### config.mk
export PLATFORM = sky130hd
export DESIGN_NAME = alu_cmd_sequencer
export DESIGN_NICKNAME = d
export VERILOG_FILES = /design/src/rtl/alu_pkg.sv /design/src/rtl/sync_fifo.sv /design/src/rtl/alu_cmd_sequencer.sv
export SDC_FILE = /design/constraint.sdc
export NUM_CORES = 1
export LEC_CHECK = 0
export BUFFER_PORTS_ARGS = -buffer_cell sky130_fd_sc_hd__buf_4
export CAP_MARGIN = 20
export CORE_MARGIN = 1
export CORE_UTILIZATION = 40
export DETAILED_ROUTE_END_ITERATION = 8
export GPL_TIMING_DRIVEN = 1
export PLACE_DENSITY = 0.58
export SLEW_MARGIN = 20
export SYNTH_ARGS = -nofsm -noshare
export SYNTH_HDL_FRONTEND = slang
export SYNTH_SLANG_ARGS = --single-unit
### constraint.sdc
create_clock -name clk -period 4.3 [get_ports clk]
set_input_delay 0.215 -clock clk [delete_from_list [all_inputs] [get_ports clk]]
set_output_delay 0.215 -clock clk [all_outputs]
set_load 0.005 [all_outputs]
### src/rtl/alu_pkg.sv
// Shared definitions for the ALU command sequencer: opcode map, legal-op count, FSM encoding.
package alu_pkg;
   localparam logic [3:0] OP_XOR   = 4'd0;
   localparam logic [3:0] OP_SRA   = 4'd1;
   localparam logic [3:0] OP_PASSB = 4'd2;
   localparam logic [3:0] OP_SLL   = 4'd3;
   localparam logic [3:0] OP_OR    = 4'd4;
   localparam logic [3:0] OP_SRL   = 4'd5;
   localparam logic [3:0] OP_SGE   = 4'd6;

   localparam int NUM_OPS = 7;

   typedef enum logic [1:0] {
      ST_IDLE  = 2'd0,
      ST_ISSUE = 2'd1,
      ST_RESP  = 2'd2
   } state_t;
endpackage

### src/rtl/sync_fifo.sv
// Synchronous FIFO with wrap-bit pointers; head entry is visible combinationally on o_rdata.
module sync_fifo #(
   parameter int W     = 8,
   parameter int DEPTH = 4
) (
   input  logic         clk,
   input  logic         rst,
   input  logic         i_push,
   input  logic [W-1:0] i_wdata,
   input  logic         i_pop,
   output logic [W-1:0] o_rdata,
   output logic         o_full,
   output logic         o_empty
);
   localparam int AW = $clog2(DEPTH);

   logic [W-1:0] r_mem [DEPTH];
   logic [AW:0]  r_wr_ptr;
   logic [AW:0]  r_rd_ptr;
   logic         w_do_push;
   logic         w_do_pop;

   assign o_empty   = (r_wr_ptr == r_rd_ptr);
   assign o_full    = (r_wr_ptr[AW] != r_rd_ptr[AW]) &&
                      (r_wr_ptr[AW-1:0] == r_rd_ptr[AW-1:0]);
   assign w_do_push = i_push && !o_full;
   assign w_do_pop  = i_pop && !o_empty;
   assign o_rdata   = r_mem[r_rd_ptr[AW-1:0]];

   always_ff @(posedge clk) begin
      if (rst) begin
         r_wr_ptr <= '0;
         r_rd_ptr <= '0;
      end else begin
         if (w_do_push) r_wr_ptr <= r_wr_ptr + 1'b1;
         if (w_do_pop)  r_rd_ptr <= r_rd_ptr + 1'b1;
      end
   end

   // Storage is not reset; the pointers alone define what is valid.
   always_ff @(posedge clk) begin
      if (w_do_push) r_mem[r_wr_ptr[AW-1:0]] <= i_wdata;
   end
endmodule

### src/rtl/alu_cmd_sequencer.sv
// Buffers tagged ALU commands, drives the ALU from registers and returns result/flags per command.
//
// state    | meaning
// ST_IDLE  | nothing in flight; pops the FIFO head as soon as one exists
// ST_ISSUE | alu_* drives settled this cycle; result/flags captured at its end
// ST_RESP  | response held on rsp_*; waits for rsp_ready
module alu_cmd_sequencer #(
   parameter int WIDTH     = 16,
   parameter int SHIFT_W   = 5,
   parameter int OPC_W     = 4,
   parameter int NUM_OPS   = alu_pkg::NUM_OPS,
   parameter int CMD_DEPTH = 4,
   parameter int TAG_W     = 4
) (
   input  logic               clk,
   input  logic               rst,
   input  logic               cmd_valid,
   output logic               cmd_ready,
   input  logic [OPC_W-1:0]   cmd_opcode,
   input  logic [WIDTH-1:0]   cmd_a,
   input  logic [WIDTH-1:0]   cmd_b,
   input  logic [SHIFT_W-1:0] cmd_shift,
   input  logic [TAG_W-1:0]   cmd_tag,
   output logic [OPC_W-1:0]   alu_opcode,
   output logic [WIDTH-1:0]   alu_input1,
   output logic [WIDTH-1:0]   alu_input2,
   output logic [SHIFT_W-1:0] alu_shift,
   input  logic [WIDTH-1:0]   alu_result,
   input  logic               alu_carry,
   input  logic               alu_zero,
   input  logic               alu_sign,
   output logic               rsp_valid,
   input  logic               rsp_ready,
   output logic [WIDTH-1:0]   rsp_result,
   output logic               rsp_carry,
   output logic               rsp_zero,
   output logic               rsp_sign,
   output logic [TAG_W-1:0]   rsp_tag,
   output logic               rsp_err,
   output logic               busy,
   output logic [15:0]        issue_count
);
   import alu_pkg::*;

   localparam int EW = OPC_W + 2*WIDTH + SHIFT_W + TAG_W;

   state_t             r_state;
   logic [TAG_W-1:0]   r_cur_tag;
   logic [EW-1:0]      w_head;
   logic               w_full;
   logic               w_empty;
   logic               w_pop;
   logic               w_head_legal;
   logic [OPC_W-1:0]   w_head_opc;
   logic [WIDTH-1:0]   w_head_a;
   logic [WIDTH-1:0]   w_head_b;
   logic [SHIFT_W-1:0] w_head_shift;
   logic [TAG_W-1:0]   w_head_tag;

   assign cmd_ready = !w_full;
   assign busy      = !w_empty || (r_state != ST_IDLE);

   sync_fifo #(.W(EW), .DEPTH(CMD_DEPTH)) u_cmd_fifo (
      .clk     (clk),
      .rst     (rst),
      .i_push  (cmd_valid && cmd_ready),
      .i_wdata ({cmd_opcode, cmd_a, cmd_b, cmd_shift, cmd_tag}),
      .i_pop   (w_pop),
      .o_rdata (w_head),
      .o_full  (w_full),
      .o_empty (w_empty)
   );

   assign w_head_opc   = w_head[EW-1 -: OPC_W];
   assign w_head_a     = w_head[TAG_W+SHIFT_W+WIDTH +: WIDTH];
   assign w_head_b     = w_head[TAG_W+SHIFT_W +: WIDTH];
   assign w_head_shift = w_head[TAG_W +: SHIFT_W];
   assign w_head_tag   = w_head[TAG_W-1:0];
   assign w_head_legal = (32'(w_head_opc) < 32'(NUM_OPS));

   // A new command is taken either from IDLE or in the same edge a response is consumed.
   assign w_pop = !w_empty &&
                  ((r_state == ST_IDLE) || (r_state == ST_RESP && rsp_ready));

   always_ff @(posedge clk) begin
      if (rst) begin
         r_state     <= ST_IDLE;
         r_cur_tag   <= '0;
         alu_opcode  <= '0;
         alu_input1  <= '0;
         alu_input2  <= '0;
         alu_shift   <= '0;
         rsp_valid   <= 1'b0;
         rsp_result  <= '0;
         rsp_carry   <= 1'b0;
         rsp_zero    <= 1'b0;
         rsp_sign    <= 1'b0;
         rsp_tag     <= '0;
         rsp_err     <= 1'b0;
         issue_count <= '0;
      end else if (w_pop) begin
         if (w_head_legal) begin
            alu_opcode <= w_head_opc;
            alu_input1 <= w_head_a;
            alu_input2 <= w_head_b;
            alu_shift  <= w_head_shift;
            r_cur_tag  <= w_head_tag;
            rsp_valid  <= 1'b0;
            r_state    <= ST_ISSUE;
         end else begin
            rsp_result <= '0;
            rsp_carry  <= 1'b0;
            rsp_zero   <= 1'b0;
            rsp_sign   <= 1'b0;
            rsp_tag    <= w_head_tag;
            rsp_err    <= 1'b1;
            rsp_valid  <= 1'b1;
            r_state    <= ST_RESP;
         end
      end else begin
         case (r_state)
            ST_ISSUE: begin
               rsp_result  <= alu_result;
               rsp_carry   <= alu_carry;
               rsp_zero    <= alu_zero;
               rsp_sign    <= alu_sign;
               rsp_tag     <= r_cur_tag;
               rsp_err     <= 1'b0;
               rsp_valid   <= 1'b1;
               issue_count <= issue_count + 16'd1;
               r_state     <= ST_RESP;
            end
            ST_RESP: begin
               if (rsp_ready) begin
                  rsp_valid <= 1'b0;
                  r_state   <= ST_IDLE;
               end
            end
            default: r_state <= ST_IDLE;
         endcase
      end
   end
endmodule

==> results.md, run 1 <==
- I/O Buffers: 151
- Worst Hold Path Cells: 5
- Worst reg2reg path depth: 4
- Cell count along the critical path: 4
- Routed WL: 21900 um
- Layout filler cell count: 2106
- Post-CTS sizing: 0
- Reg2reg end: u_cmd_fifo.r_mem[1][9]$_DFFE_PP_
- Crit-path cells: xor2_1 > o31a_1 > and2_2 > buf_4
- Die width: 163 um
- CTS Hold Bufs: 64
- Crit share post-route: 0.650
- Clk_skew: 0.0108 ns
- Share of cells above drive strength 1: 0.306
- Syn Std Cell Area: 10300 um^2
- Number of antenna repair diodes: 0
- Max VDD drop: 0.000350 V
- TNS Setup: 0 ns
- Pwr Density: 577 nW/um^2
- Drc violations: 0
- Clk Latency, worst-skew pair: 0.55 ns
- Max-Slew Margin vs Limit: 0.283
- FF-to-FF Start: u_cmd_fifo.r_wr_ptr[1]$_SDFFE_PP0P_
- DR pass1 iterations: 7
- Vias per inst: 5.06
- Crit-path slowest cell: and2_2
- First-pass GRT wire length: 33600 um
- Initial DRC count: 339
- Slew @ Worst Pin: 1.07 ns
- Metal2 WL: 10700 um
- Ranking of synthesized cells by area: edfxtp_1 (52%), dfxtp_1 (19%), mux4_2 (9.8%)
- Syn Area/Cell: 15.2 um^2
- Max stage delay on crit path: 0.85 ns
- YS warnings: 0
- Initial antenna violation count: 0
- Register bit total from synthesis: 276
- DIE AREA: 26500 um^2
- Worst Path Buf+Inv: 1
- Routed vias: 6336
- Synthesized instance count: 678
- Max-cap violations: 0
- Area growth from synthesis to layout: 29.8%
- Hold path startpoint: rsp_ready
- Cell taking the most area after synthesis: edfxtp_1
- Vias in the first global route: 6378
- Register area share after synthesis: 0.710
- Reg clk slew, reported paths: 0.06 ns
- CTS tree: done
- Tot Pwr: 0.00774 W
- HP Class: primary input to register
- Lkg Pwr: 4.76 nW
- Initial core utilization: 0.409
- # rows: 58
- Tot GR Track Use: 0.165
- Clock buffer depth: 3
- Final setup fails: 0
- Die span in y: 163 um
- Total gr overflow: 0
- F_max: 358 MHz
- DP HPWL: 13100 um
- Post-route ant nets: 0
- Top-area cell type share of the netlist area: 0.523
- H-Tree Level Count: 1
- Family with the most delay on the worst path: simple AND/OR/NAND/NOR gates
- Wirelength per Cell: 17.5 um
- Routability-driven placement congestion ratio: 0.750
- Root Buffer: clkbuf_16
- Inserted Clock Buffers: 29
- RSZ-0062 raised after global routing: no
- Min Tclk post-route: 2.79 ns
- Clock Sinks: 276
- # nets final: 975
- Netlist cell types: 44
- Max Used Layer: met4
- Worst setup path category: register to register
- Reg2reg setup slack: 1.51 ns
- Slew Limit Fails: 0
- WHS Endpoint: r_state[0]$_SDFFE_PP0P_
- Fin Hold WS: 0.164 ns
- WP data required: 4.54 ns
- Met3 WL post-DR: 1080 um
- Worst EP arrival: 3.03 ns
- Hold violation count in the final report: 0
- Critical Path Sink Type: register
- I/O pins: 152
- Core area: 25300 um^2
- Metal-1 WL: 9700 um
- Critical Path Source Type: register
- Pin count of the biggest net entering global routing: 98
- Run status: completed
- Crit Path Max Fanout: 33
- Setup bufs post-CTS: 0
- Synth Net Count: 755
==> flip-flops by register name (all words and copies together), names as in the netlist, named ones only <==
name                 flops
rsp_carry                1
alu_input1              16
rsp_result              16
rsp_sign                 1
alu_shift                5
alu_input2              16
u_cmd_fifo.r_mem       180
r_cur_tag                4
rsp_zero                 1
rsp_err                  1
rsp_tag                  4
u_cmd_fifo.r_wr_ptr      3
issue_count             16
rsp_valid                1
alu_opcode               4
r_state                  2
u_cmd_fifo.r_rd_ptr      3
==> placed cells by master (no fill, tap or decap), types with 2 or more instances in the layout <==
| cell type | instances |
|---|---|
| o31a_1 | 3 |
| xnor2_1 | 7 |
| buf_16 | 2 |
| a22oi_1 | 9 |
| nand3_1 | 5 |
| ha_1 | 9 |
| or4_1 | 2 |
| or3_1 | 5 |
| edfxtp_1 | 180 |
| nor2_2 | 11 |
| nor3_1 | 11 |
| clkinv_2 | 7 |
| dlygate4sd3_1 | 64 |
| mux4_2 | 45 |
| a21oi_1 | 55 |
| clkinv_1 | 5 |
| nand2_1 | 99 |
| xor2_1 | 11 |
| bufinv_16 | 3 |
| and2_2 | 3 |
| clkbuf_1 | 6 |
| nor2_1 | 37 |
| buf_4 | 156 |
| a22oi_2 | 10 |
| o21ai_0 | 8 |
| nor4_1 | 4 |
| buf_6 | 2 |
| inv_1 | 7 |
| nand4_1 | 6 |
| clkbuf_16 | 29 |
| dfxtp_1 | 94 |
==> per-stage QoR <==
step / setup slack, ns / instances / utilization / area, um^2
after floorplan: 1.71 / 678 / - / 10300
after global placement: 1.38 / 1130 / 0.465 / 11700
after detailed placement: 1.45 / 1133 / 0.468 / 11800
after CTS: 1.42 / 1251 / 0.530 / 13400
after global routing: 1.28 / 1251 / 0.531 / 13400
final: 1.51 / 1251 / 0.531 / 13400
==> area by class of cell <==
type / count / area, um^2 / share of cell area
Tap cell: 330 / 413 / 0.0308
Clock buffer: 36 / 762 / 0.0569
Inverter: 7 / 26.3 / 0.00196
Timing Repair Buffer: 224 / 1890 / 0.141
Multi-Input combinational cell: 360 / 2800 / 0.209
Clock inverter: 18 / 180 / 0.0134
Sequential cell: 276 / 7330 / 0.547
==> logic make-up after synthesis <==
kind of cell | count (synthesis) | synth area share
adders and majority gates | 9 | 0.0109
xor gates and xnor gates | 18 | 0.0153
and+or+nand+nor | 193 | 0.0832
DFF | 276 | 0.710
buffers and inverters | 42 | 0.0210
AOI/OAI and AO/OA | 93 | 0.0586
muxes | 47 | 0.101
==> layer usage <==
layer / GRT usage / vias to the layer above
met3: 0.0247 / 31
met5: 0 / -
met4: 0.0450 / 0
met1: 0.215 / 3143
met2: 0.287 / 188
li1: - / 2974
==> worst max-delay path by stage <==
| stage | slack [ns] | endpoint | from |
|---|---|---|---|
| floorplan | 1.71 | u_cmd_fifo.r_mem[3][0]$_DFFE_PP_ | u_cmd_fifo.r_wr_ptr[0]$_SDFFE_PP0P_ |
| CTS | 1.42 | u_cmd_fifo.r_mem[2][11]$_DFFE_PP_ | u_cmd_fifo.r_wr_ptr[1]$_SDFFE_PP0P_ |
| global placement | 1.38 | alu_input2[13]$_SDFFE_PP0P_ | register |
| finish | 1.51 | u_cmd_fifo.r_mem[1][9]$_DFFE_PP_ | u_cmd_fifo.r_wr_ptr[1]$_SDFFE_PP0P_ |
| detailed placement | 1.45 | u_cmd_fifo.r_mem[1][7]$_DFFE_PP_ | u_cmd_fifo.r_wr_ptr[1]$_SDFFE_PP0P_ |
| global route | 1.28 | alu_input2[11]$_SDFFE_PP0P_ | u_cmd_fifo.r_wr_ptr[1]$_SDFFE_PP0P_ |
==> cells in the mapped netlist (all sizes together) <==
master and number:
ha 9, a221o 1, and3 1, nor2 49
o21a 1, a21o 1, o31ai 1, and2 4
nor2b 1, mux2 1, nand3 5, mux4 45
o31a 3, o21ai 9, a31o 1, xnor2 7
a31oi 1, clkbuf 18, nand4 6, or4 2
buf 17, inv 7, mux2i 1, nand2 100
nor3 11, nand4b 1, and4 1, a22oi 19
dfxtp 96, edfxtp 180, nand2b 1, a21oi 55
nor3b 1, o211ai 1, or3 5, xor2 11
nor4 5
==> tightest hold or removal path, stage by stage <==
cell and delay (ns):
buf_4 0.08, nand2b_1 0.11, a21oi_1 0.07, a21oi_1 0.14, nor2_1 0.04
==> where the power goes <==
| group | total [W] | internal, W | switching (W) |
|---|---|---|---|
| logic | 0.00198 | 0.000920 | 0.00106 |
| clock network | 0.00244 | 0.00144 | 0.000999 |
| registers | 0.00332 | 0.00314 | 0.000176 |
| total | 0.00774 | 0.00550 | 0.00223 |
Note: power is estimated with default switching activity, not from simulation.
==> run 2: changes to the inputs <==
PLACE_DENSITY = 0.61   (was 0.58)
clock period = 2.3 ns   (was 4.3 ns; I/O delays follow)
==> results.md, run 2 (synthesis gave the netlist of run 1 again) <==
- I/O pins: 152
- Post-place setup slack: 0.00962 ns
- Initial core utilization: 0.409
- Vias in the first global route: 6456
- DR pass1 iterations: 4
- Final setup fails: 0
- Core area: 25300 um^2
- Share of cells above drive strength 1: 0.314
- Wirelength per Cell: 17.2 um
- Die span in y: 163 um
- Critical Path Sink Type: register
- Max stage delay on crit path: 0.49 ns
- Routed WL: 21800 um
- Inserted Clock Buffers: 29
- Max VDD drop: 0.000641 V
- Min Tclk post-route: 2.17 ns
- I/O Buffers: 151
- Crit share post-route: 0.941
- # nets final: 995
- WP data required: 2.57 ns
- DP HPWL: 13500 um
- Routability-driven placement congestion ratio: 0.761
- Clk Latency, worst-skew pair: 0.56 ns
- Hold violation count in the final report: 0
- Worst setup path category: register to register
- Vias per inst: 5.01
- Die width: 163 um
- F_max: 462 MHz
- Non-Filler Instances: 1270
- Setup slack after layout: 0.135 ns
- Lkg Pwr: 4.84 nW
- Worst Path Buf+Inv: 1
- Drc violations: 0
- Tot GR Track Use: 0.168
- Setup bufs post-CTS: 0
- Family with the most delay on the worst path: XOR/XNOR gates
- Post-route ant nets: 0
- HP Class: primary input to register
- Crit-path cells: xor2_1 > o31a_1 > and2_2 > buf_12
- Pin count of the biggest net entering global routing: 47
- DIE AREA: 26500 um^2
- Routed vias: 6361
- CTS tree: done
- Commonest non-fill, non-tap cell in the layout: edfxtp_1
- Clock Sinks: 276
- Pwr Density: 1050 nW/um^2
- Clk_skew: 0.0147 ns
- Max FFs per register: 180
- TNS Setup: 0 ns
- H-Tree Level Count: 1
- Max-cap violations: 0
- Final core utilization: 0.537
- Worst EP arrival: 2.43 ns
- Slew @ Worst Pin: 0.583 ns
- Max-Slew Margin vs Limit: 0.612
- Total gr overflow: 0
- Slew Limit Fails: 0
- Area growth from synthesis to layout: 31.4%
- Reg clk slew, reported paths: 0.05 ns
- Run status: completed
- Initial antenna violation count: 0
- Critical Path Source Type: register
- Dpl cells: 1152
- Most frequent cells in the layout: edfxtp_1 (180), buf_4 (169), nand2_1 (99), dfxtp_1 (94), dlygate4sd3_1 (65)
- Clock buffer depth: 3
- Root Buffer: clkbuf_16
- Crit Path Max Fanout: 14
- Layout filler cell count: 2106
- Number of antenna repair diodes: 0
- # rows: 58
- Crit-path slowest cell: xor2_1
- RSZ-0062 raised after global routing: no
- First-pass GRT wire length: 34400 um
- Initial DRC count: 430
## run 2: cell types whose count changed in the layout (fill, tap and decap cells not counted), moves of 2 or more
cell | before | now
bufinv_16 | 3 | 0
clkbuf_8 | 1 | 3
clkinv_2 | 7 | 2
buf_12 | 0 | 10
clkbuf_1 | 6 | 11
buf_4 | 156 | 169
buf_6 | 2 | 0
buf_16 | 2 | 0
## run 2: tightest hold or removal path: cells and delay by family
kind / cells / cell delay (ns)
buffers and inverters: 1 / 0.09
AOI/OAI and AO/OA: 2 / 0.21
and+or+nand+nor: 2 / 0.16
## run 2: worst paths after layout
check	from	slack (ns)	endpoint	depth (start not counted)
setup / recovery	u_cmd_fifo.r_wr_ptr[0]$_SDFFE_PP0P_	0.13	u_cmd_fifo.r_mem[2][26]$_DFFE_PP_	4
hold / removal	rsp_ready	0.07	r_state[0]$_SDFFE_PP0P_	5
setup reg to reg	u_cmd_fifo.r_wr_ptr[0]$_SDFFE_PP0P_	0.13	u_cmd_fifo.r_mem[2][26]$_DFFE_PP_	4
hold reg to reg	alu_input1[7]$_SDFFE_PP0P_	0.45	alu_input1[7]$_SDFFE_PP0P_	2
## run 2: layout make-up
type	instances	area (um^2)	area share
Timing Repair Buffer	244	2120	0.156
Clock inverter	10	61.3	0.00452
Clock buffer	43	808	0.0596
Tap cell	330	413	0.0304
Sequential cell	276	7330	0.540
Multi-Input combinational cell	360	2810	0.207
Inverter	7	26.3	0.00194
## run 2: report_power, final
part           leakage [nW]  internal (W)  switching, W
registers              2.43       0.00587      0.000318
logic                  1.98       0.00182       0.00196
clock network         0.423       0.00243       0.00183
total                  4.84        0.0101       0.00412
## run 2: stage by stage
stage	hold WS, ns	instance area (um^2)	power, W
after floorplan	0.214	10300	0.00859
after global placement	0.318	12000	0.0100
after detailed placement	0.319	12000	0.0101
after CTS	0.0506	13600	0.0144
after global routing	0.0902	13600	0.0150
final	0.0739	13600	0.0142
## run 2: repair_timing
item / in CTS / in global routing
hold buffers: 65 / 0
setup endpoints to repair: 0 / 15
endpoints found under the hold margin: 219 / 0
gates resized for setup: 0 / 2
## run 2: routing by layer
metal | GRT usage | wire length, um
met2 | 0.292 | 10500
met1 | 0.217 | 9620
met4 | 0.0421 | 447
met3 | 0.0303 | 1230
met5 | 0 | 0
==> run 3: changes to the inputs <==
SYNTH_HIERARCHICAL = 1   (was unset)
==> results.md, run 3 <==
- # rows: 58
- Initial core utilization: 0.412
- DIE AREA: 26800 um^2
- Async S/R FF share, synth: 0
- Reg2reg end: alu_input2[12]$_SDFFE_PP0P_
- Crit Path Max Fanout: 45
- HP Class: primary input to register
- Slew @ Worst Pin: 0.500 ns
- Worst reg2reg path depth: 7
- Most frequent cells in the layout: edfxtp_1 (180), buf_4 (179), nand2_1 (119), dfxtp_1 (92), a21oi_1 (71)
- WP data required: 2.72 ns
- Clk Latency, worst-skew pair: 0.55 ns
- Min Tclk post-route: 2.32 ns
- Netlist cell types: 51
- Inserted Clock Buffers: 28
- Routed WL: 22500 um
- Number of antenna repair diodes: 0
- Post-route ant nets: 0
- Routed vias: 6532
- Cell taking the most area after synthesis: edfxtp_1
- Clk_skew: 0.0194 ns
- Non-Filler Instances: 1310
- Top-area cell type share of the netlist area: 0.516
- Pwr Density: 1120 nW/um^2
- Family with the most delay on the worst path: multiplexers
- Initial antenna violation count: 0
- Final setup fails: 12
- Cell count along the critical path: 7
- Crit-path cells: mux4_2 > a31o_4 > buf_4 > or4_4 > buf_12 > nand2_1 > a21oi_1
- Most instantiated library cell after synthesis: edfxtp_1
- Share of cells above drive strength 1: 0.318
- I/O pins: 152
- Worst setup path category: register to register
- Synthesized instance count: 709
- Number of synthesized flops with an enable pin: 180
- Area growth from synthesis to layout: 33.3%
- Clock buffer depth: 3
- Syn Area/Cell: 14.8 um^2
- Ranking of synthesized cells by area: edfxtp_1 (52%), dfxtp_1 (18%), mux4_2 (9.7%)
- Reg2reg setup slack: -0.02 ns
- RSZ-0062 raised after global routing: yes
- Pin count of the biggest net entering global routing: 65
- Most used DFF post-synth: edfxtp_1
- YS warnings: 6
- CTS tree: done
- Post-synth top cells: edfxtp_1 (180), nand2_1 (121), dfxtp_1 (96)
- Hold violation count in the final report: 0
- Crit share post-route: 1.01
- Max-cap violations: 0
- Total gr overflow: 0
- Max FFs per register: 180
- Routability-driven placement congestion ratio: 0.793
- Worst Path Buf+Inv: 2
- Wirelength per Cell: 17.2 um
- I/O Buffers: 151
- Layout filler cell count: 2086
- Run status: finished, violations left
- Crit-path slowest cell: mux4_2
- Core area: 25400 um^2
- Critical Path Sink Type: register
- Die span in y: 164 um
- Tot GR Track Use: 0.169
- Max-Slew Margin vs Limit: 0.667
- Vias per inst: 4.99
- Initial DRC count: 472
- Critical Path Source Type: register
- Max VDD drop: 0.000796 V
- Register area share after synthesis: 0.700
- Fin Hold WS: 0.191 ns
- Register bit total from synthesis: 276
- Reg clk slew, reported paths: 0.06 ns
- Die width: 164 um
- DP HPWL: 13900 um
- Commonest non-fill, non-tap cell in the layout: edfxtp_1
- F_max: 431 MHz
- Synth Net Count: 783
- Lkg Pwr: 5.00 nW
- Setup slack after layout: -0.0201 ns
- Drc violations: 0
- Syn Std Cell Area: 10500 um^2
- Dpl cells: 1190
- Failing checks: negative setup slack
- Clock Sinks: 276
- Vias in the first global route: 6606
- Max stage delay on crit path: 0.55 ns
- Root Buffer: clkbuf_16
- Worst EP arrival: 2.74 ns
- DR pass1 iterations: 4
- H-Tree Level Count: 1
- Slew Limit Fails: 0
- Worst setup path endpoint: alu_input2[12]$_SDFFE_PP0P_
- # nets final: 1032
- First-pass GRT wire length: 35100 um
==> run 3: cell types whose count changed after synthesis, moves of 10 or more <==
| cell | change |
|---|---|
| a21oi_1 | +16 |
| nor2_1 | -10 |
| nand2_1 | +21 |
| nand3_1 | +17 |
| a22oi_2 | -10 |
| nor2_2 | -12 |
==> run 3: worst min path at each step <==
stage / depth (start not counted) / start / slack, ns / end
4_1_cts: 5 / cmd_valid / 0.16 / u_cmd_fifo/r_wr_ptr[1]$_SDFFE_PP0P_
3_5_place_dp: 1 / cmd_b[14] / 0.32 / u_cmd_fifo/r_mem[3][23]$_DFFE_PP_
6_report: 5 / cmd_valid / 0.19 / u_cmd_fifo/r_wr_ptr[1]$_SDFFE_PP0P_
2_1_floorplan: 0 / cmd_tag[0] / 0.21 / u_cmd_fifo/r_mem[0][0]$_DFFE_PP_
3_3_place_gp: 1 / cmd_a[0] / 0.32 / u_cmd_fifo/r_mem[2][25]$_DFFE_PP_
5_1_grt: 6 / cmd_valid / 0.21 / u_cmd_fifo/r_wr_ptr[2]$_SDFFE_PP0P_
==> run 3: kinds of logic after synthesis <==
group | count (synthesis) | synth area share
DFF | 276 | 0.700
and+or+nand+nor | 214 | 0.0990
AOI/OAI and AO/OA | 100 | 0.0567
buffers and inverters | 50 | 0.0249
muxes | 47 | 0.0990
xor gates and xnor gates | 16 | 0.0134
adders and majority gates | 6 | 0.00717
==> run 3: per-layer routing <==
metal / vias up / global-route usage / wire length (um) / part of all wire
met5: - / 0 / 0 / 0
met4: 0 / 0.0421 / 411 / 0.018
met3: 28 / 0.0351 / 1430 / 0.064
met2: 170 / 0.293 / 11200 / 0.50
met1: 3193 / 0.216 / 9500 / 0.42
li1: 3141 / - / - / -
==> run 3: metrics by stage <==
step	cell area, um^2	setup TNS, ns	util	setup WS [ns]	power (W)
after floorplan	10600	-2.28	-	-0.0508	0.00945
after global placement	12400	-5.78	0.487	-0.188	0.0112
after detailed placement	12400	-8.78	0.487	-0.294	0.0113
after CTS	13900	-0.136	0.549	-0.0135	0.0158
after global routing	14000	-3.29	0.549	-0.108	0.0165
final	14000	-0.0614	0.549	-0.0201	0.0156
==> run 3: what timing repair did <==
| item | 4_1_cts | 5_1_grt |
|---|---|---|
| buffers inserted | 2 | 0 |
| cloned | 0 | 0 |
| pin swaps | 1 | 1 |
| gates resized for setup | 0 | 4 |
| hold buffers | 66 | 0 |
| endpoints found under the setup margin | 44 | 69 |
| hold endpoints to repair | 216 | 0 |
==> run 3: worst min-delay path, cell delays in order <==
cell and delay (ns):
buf_4 0.07, nor2b_2 0.14, inv_1 0.07, o21ai_0 0.16, a41oi_1 0.11
==> run 3: power breakdown <==
| group | switching [W] | total (W) | internal (W) | leakage [nW] |
|---|---|---|---|---|
| combinational | 0.00239 | 0.00459 | 0.00220 | 2.14 |
| clock | 0.00184 | 0.00436 | 0.00252 | 0.430 |
| sequential | 0.000408 | 0.00669 | 0.00628 | 2.43 |
==> run 3: area by class of cell <==
type | count | area [um^2] | share of cell area
Clock inverter | 12 | 138 | 0.00987
Timing Repair Buffer | 261 | 2320 | 0.167
Inverter | 8 | 30.0 | 0.00215
Multi-Input combinational cell | 383 | 2960 | 0.212
Clock buffer | 40 | 756 | 0.0542
Sequential cell | 276 | 7330 | 0.526
Tap cell | 330 | 413 | 0.0296
